===== src/rtl/gearbox_pkg.sv =====
// Shared helpers for the data_gearbox width converter family.
// Per-instance widths stay local to each module; only width math lives here.
package gearbox_pkg;

    localparam int MAX_W = 64;

    // Counter width able to hold every value 0..buf_w inclusive.
    function automatic int clog2_fill(input int buf_w);
        return $clog2(buf_w + 1);
    endfunction

    localparam int MAX_CNT_W = clog2_fill(2 * (MAX_W + MAX_W));

    // Fill count wide enough for the largest legal accumulator.
    typedef logic [MAX_CNT_W-1:0] fill_max_t;

endpackage


===== src/rtl/data_gearbox.sv =====
// Packs IN_W-bit words into OUT_W-bit words LSB-first through a shift accumulator,
// with valid/ready on both sides and a zero-padded, last-tagged flush at packet end.
module data_gearbox
    import gearbox_pkg::*;
#(
    parameter int IN_W  = 16,
    parameter int OUT_W = 23,
    localparam int BUF_W = 2 * (IN_W + OUT_W),
    localparam int CNT_W = clog2_fill(BUF_W)
) (
    input  logic             clk,
    input  logic             rst,
    input  logic             valid_src,
    input  logic [IN_W-1:0]  data_in,
    input  logic             last_src,
    output logic             rdy_src,
    output logic [OUT_W-1:0] data_out,
    output logic             valid_sink,
    output logic             last_sink,
    input  logic             rdy_sink,
    output logic [CNT_W-1:0] fill
);

    localparam logic [CNT_W-1:0] IN_W_C  = CNT_W'(IN_W);
    localparam logic [CNT_W-1:0] OUT_W_C = CNT_W'(OUT_W);
    localparam logic [CNT_W-1:0] RDY_MAX = CNT_W'(BUF_W - IN_W);
    localparam logic [CNT_W-1:0] BUF_W_C = CNT_W'(BUF_W);

    logic [BUF_W-1:0] acc_reg, acc_next;
    logic [CNT_W-1:0] fill_reg, fill_next, pop_cnt;
    logic             draining_reg, draining_next;
    logic             push, pop;

    // Every handshake output derives from registered state only.
    assign rdy_src    = !draining_reg && (fill_reg <= RDY_MAX);
    assign valid_sink = (fill_reg >= OUT_W_C) || (draining_reg && (fill_reg != '0));
    assign last_sink  = draining_reg && (fill_reg <= OUT_W_C);
    assign data_out   = acc_reg[OUT_W-1:0];
    assign fill       = fill_reg;

    assign push = valid_src && rdy_src;
    assign pop  = valid_sink && rdy_sink;

    always_comb begin
        pop_cnt       = '0;
        draining_next = draining_reg;
        if (pop) begin
            pop_cnt = (fill_reg < OUT_W_C) ? fill_reg : OUT_W_C;
        end
        acc_next  = acc_reg >> pop_cnt;
        fill_next = fill_reg - pop_cnt;
        if (push) begin
            // New word lands directly above whatever survives this cycle's pop.
            acc_next  = acc_next | (BUF_W'(data_in) << fill_next);
            fill_next = fill_next + IN_W_C;
            if (last_src) begin
                draining_next = 1'b1;
            end
        end
        // The padded final beat swallows the remainder; push cannot coincide (draining blocks it).
        if (pop && last_sink) begin
            acc_next      = '0;
            fill_next     = '0;
            draining_next = 1'b0;
        end
    end

    always_ff @(posedge clk or negedge rst) begin
        if (!rst) begin
            acc_reg      <= '0;
            fill_reg     <= '0;
            draining_reg <= 1'b0;
        end else begin
            acc_reg      <= acc_next;
            fill_reg     <= fill_next;
            draining_reg <= draining_next;
        end
    end

`ifndef SYNTHESIS
    a_fill_max: assert property (@(posedge clk) disable iff (!rst)
        fill_reg <= BUF_W_C);

    a_zero_above_fill: assert property (@(posedge clk) disable iff (!rst)
        (acc_reg >> fill_reg) == '0);

    a_hold_stable: assert property (@(posedge clk) disable iff (!rst)
        (valid_sink && !rdy_sink) |=> ($stable(data_out) && $stable(last_sink)));
`endif

endmodule


===== config.mk =====
export PLATFORM = sky130hd
export DESIGN_NAME = data_gearbox
export DESIGN_NICKNAME = d
export VERILOG_FILES = /design/src/rtl/gearbox_pkg.sv /design/src/rtl/data_gearbox.sv
export SDC_FILE = /design/constraint.sdc
export NUM_CORES = 1
export LEC_CHECK = 0
export CORE_MARGIN = 1
export CORE_UTILIZATION = 45
export DETAILED_ROUTE_END_ITERATION = 6
export HOLD_SLACK_MARGIN = 0.08
export PLACE_DENSITY = 0.67
export SLEW_MARGIN = 5
export SYNTH_ARGS = -nofsm -noshare
export SYNTH_HDL_FRONTEND = slang
export SYNTH_SLANG_ARGS = --single-unit

===== constraint.sdc =====
create_clock -name clk -period 9.9 [get_ports clk]
set_input_delay 1.485 -clock clk [delete_from_list [all_inputs] [get_ports clk]]
set_output_delay 1.485 -clock clk [all_outputs]
set_load 0.05 [all_outputs]

Yosys cells after proc, flatten, opt, wreduce, memory -nomap -nowiden
Cells that the tools add are included.

Register bits: 86.

Add/subtract/negate cells: 2. $lt $le $gt $ge: 4. Shift-type cells: 2. Multiplexer cells: 9. Bitwise logic cells: 1. Reduce and logical (&&, ||, !) cells: 12.

Operators with widths (count): $mux 78 (2); $or 78x78->78 (1); $shl 16x7->78 (1); $shr 78x7->78 (1); $mux 7 (4); $add 7x5->7 const B (1); $ge 7x5->1 const B (1); $le 7x5->1 const B (1); $le 7x6->1 const B (1); $lt 7x5->1 const B (1); $reduce_bool 7->1 (1); $sub 7x7->7 (1); $logic_and 1x1->1 (6); $reduce_bool 2->1 (2); $mux 1 (3); $reduce_and 2->1 (1); $logic_not 1->1 (1); $logic_or 1x1->1 (1).

Longest topological paths before layout
Word-level depth: 10. Mapped depth: 18.

Least setup slack after synthesis
No wires, ideal clock.

Path kind: input port to flip-flop. Start point: in rdy_sink. End point: reg acc_reg[37]. Arrival time: 5.126 ns. Required time: 9.776 ns. Path slack: 4.650 ns. Stages on the path: 16. Buffers on the path: 7. Cells stage by stage: clkbuf_1 -> o31a_1 -> buf_2 -> inv_4 -> buf_6 -> buf_6 -> buf_2 -> buf_2 -> ha_1 -> a21oi_1 -> nand2_1 -> xnor2_1 -> clkbuf_1 -> mux2i_1 -> o22ai_1 -> o31a_1.

Longest elaborated chain between the ends: 7. Elaborated cells between the ends (all ways): 9. Those cells by class: add/sub (1); shift (2); mux (3); bitwise (1); reduce/logical (2).

Ends and longest elaborated chain: from (decl) (RTL line data_gearbox.sv:20) `input logic rdy_sink,`; $logic_and 1x1->1 (*) (RTL line data_gearbox.sv:42) `assign pop = valid_sink && rdy_sink;`; $mux 7 (RTL line data_gearbox.sv:47) `if (pop) begin`; $sub 7x7->7 (RTL line data_gearbox.sv:51) `fill_next = fill_reg - pop_cnt;`; $shl 16x7->78 (RTL line data_gearbox.sv:54) `acc_next = acc_next | (BUF_W'(data_in) << fill_next);`; $or 78x78->78 (RTL line data_gearbox.sv:54); $mux 78 (RTL line data_gearbox.sv:52) `if (push) begin`; $mux 78 (*) (RTL line data_gearbox.sv:61) `if (pop && last_sink) begin`; named net acc_next[37] (RTL line data_gearbox.sv:29) `logic [BUF_W-1:0] acc_reg, acc_next;`; to (signal assigned) (RTL line data_gearbox.sv:74) `acc_reg <= acc_next;`; to (decl) (RTL line data_gearbox.sv:29).

Mark *: on every way through the listed nets, which the timed path passes. The rest lies on a longest branch. A chain may end at the register's enable or synchronous reset.

Final worst setup path
Start point: in rdy_sink. End point: reg acc_reg[74].

Same word-level chain as after synthesis.

==> reports/metrics.cfg <==
[outcome]
status=finished, violations left
violations=DRC

[synth]
netlist_top_cells_area=dfrtp_1 (24%), mux2i_1 (16%), mux2_2 (6.5%)
avgSynthCellArea_sq_um=8.85
async_flop_share_pct=100
netlist_area_sq_um=9030
yosysSeqAreaShare_pct=23.8
synthFlopType=dfrtp_1
yosysMostFrequentCell=mux2i_1
syn-num-nets=1054
synth_top_area_share_pct=23.8
synth_common_cells=mux2i_1 (144), nand2_1 (94), dfrtp_1 (86)
synth_seq_cells=86
yosysUniqueCellTypes=72
netlist_instances=1020
synth_top_area_cell=dfrtp_1
yosys_warnings=0
synth_edf_count=0

[sta]
fin_crit_sh_pct=64.0
final-hold-violation-count=0
fin_crit_ps=6340
tightest_slew_ps=1160
fin_tns_setup_ps=0
fmax_mhz=158
rsz0062_at_grt=false
skew_ps=10.6
slew_headroom_pct=22.2
slew_viol_final=0
setup_violations=0

[final_layout]
nets=1027
largest_reg_flops=78
seqCellArea_sq_um=2150
multi_input_area_sq_um=6200
antenna_cells=0
fillers=1906
drive_gt1_share_pct=12.6
area_growth_pct=7.83

[cts]
postCtsSetupRepairBufs=0
h-tree-depth=3
cts_buffers=9
tritoncts=done
clock_path_buffers=2
clock_latency_ps=370
root_buffer=clkbuf_16
holdBufCountCts=0
path_clk_slew_ps=70
cts_sinks=86
post_cts_resized=0

[global_routing]
grt_max_degree=72
grt_pass1_vias=8380
antenna_found_initial=0
overflow=0
grt.total_usage_pct=33.4
grt_pass1_wl_mm=51.0

[route]
wl_per_cell_um=26.9
vias_per_cell=7.14
wl_mm=33.9
wl_met3_mm=3.66
wl_met2_mm=14.6
via_count=9017
ant_nets=0
first_pass_iters=7
top_layer_used=met4
m1WireLength_mm=14.1
drt_iter0_markers=1627
drc_errors=1

[floorplanning]
die-area_sq_um=20600
row_count=51
die_x_um=144
initial_core_util_pct=46.1
ios=54
core_region_area_sq_um=19600
dieHeight_um=144

[critical_path]
worstPathRequired_ps=10180
critPathMaxFanout=44
endpoint_kind=flop
arrival_ps=6620
startpoint_type=primary input
critical_path_class=in -> reg

[placed_design]
place.gp.congestion=1.05
numPortBuffers=53
dpl.hpwl_mm=25.1

[job]
maxCapViolations=0

[worst_hold_path]
hold_class=reg -> reg

layout make-up:
type                       count  area share, %
inverter                      12          0.488
clock inverter                 5          0.681
tap                          265           3.41
multi-input combinational    811           63.7
timing repair buffer          73           6.97
clock buffer                  11           2.60
sequential                    86           22.1
per-layer routing:
layer / up-vias / track usage [%]
met5: - / 0
met4: 0 / 15.5
met3: 120 / 6.73
met2: 646 / 49.3
met1: 4381 / 46.6
li1: 3870 / -
layout by cell type (no fill, tap or decap), types with 7 or more instances in the layout:
cell,count
mux2_2,52
buf_4,21
nand2_1,94
clkbuf_16,9
nor3_1,10
nand3_1,25
a211oi_1,7
nor2_1,73
mux4_2,16
nand4_1,7
dfrtp_1,86
mux2i_1,144
clkdlybuf4s50_1,52
a221oi_1,13
and2_1,8
o21ai_0,23
inv_1,9
o32ai_1,9
ha_1,11
o211ai_1,9
a222oi_1,15
a21oi_1,63
a22o_1,12
a31oi_1,16
o22ai_1,16
a22oi_1,66
a2bb2oi_1,10
path summary, 6_finish.rpt:
kind                       slack, ps                     to             startpoint  cells past startpoint
setup / recovery                3560  acc_reg[74]$_DFF_PN0_               rdy_sink                     13
hold / removal                   700  acc_reg[77]$_DFF_PN0_  acc_reg[77]$_DFF_PN0_                      2
setup reg to reg                4210  acc_reg[15]$_DFF_PN0_      fill[3]$_DFF_PN0_                     12
hold reg to reg                  700  acc_reg[77]$_DFF_PN0_  acc_reg[77]$_DFF_PN0_                      2
max in group asynchronous       7700  acc_reg[43]$_DFF_PN0_                    rst                      2
min in group asynchronous       1110  acc_reg[22]$_DFF_PN0_                    rst                      1
logic make-up after synthesis:
logic type / Yosys count / share of synthesized area, %
AO/OA/AOI/OAI: 319 / 25.9
XOR/XNOR: 12 / 1.16
adder cells (fa/ha/maj): 13 / 1.97
buffers and inverters: 123 / 7.62
flip-flops: 86 / 23.8
multiplexers: 216 / 26.9
other: 1 / 0.0415
AND/OR/NAND/NOR: 250 / 12.5
stage by stage:
| stage | cells | hold WS, ps | utilization, % | cell area (sq um) | setup WS [ps] |
|---|---|---|---|---|---|
| after CTS | 1263 | 676 | 49.7 | 9730 | 3770 |
| final | 1263 | 697 | 49.7 | 9730 | 3560 |
| after global placement | 1247 | 676 | 48.1 | 9410 | 3450 |
| after floorplan | 1020 | 597 | - | 9030 | 4650 |
| after global routing | 1263 | 717 | 49.7 | 9730 | 3350 |
| after detailed placement | 1247 | 666 | 48.1 | 9410 | 3420 |
worst max-delay path, stage by stage:
cell             delay (ps)
clkdlybuf4s50_1         940
nand3_1                 170
nor2_2                  100
buf_4                   430
inv_2                   460
ha_1                    370
a21oi_1                 210
mux2_2                  380
nor3b_2                 480
nand3b_1                410
nor3_1                  770
a22oi_1                 170
a21oi_1                 210
Power is left out: the tool's default activity adds up to more than one toggle a clock period on the data nets, which glitch-free logic cannot reach.
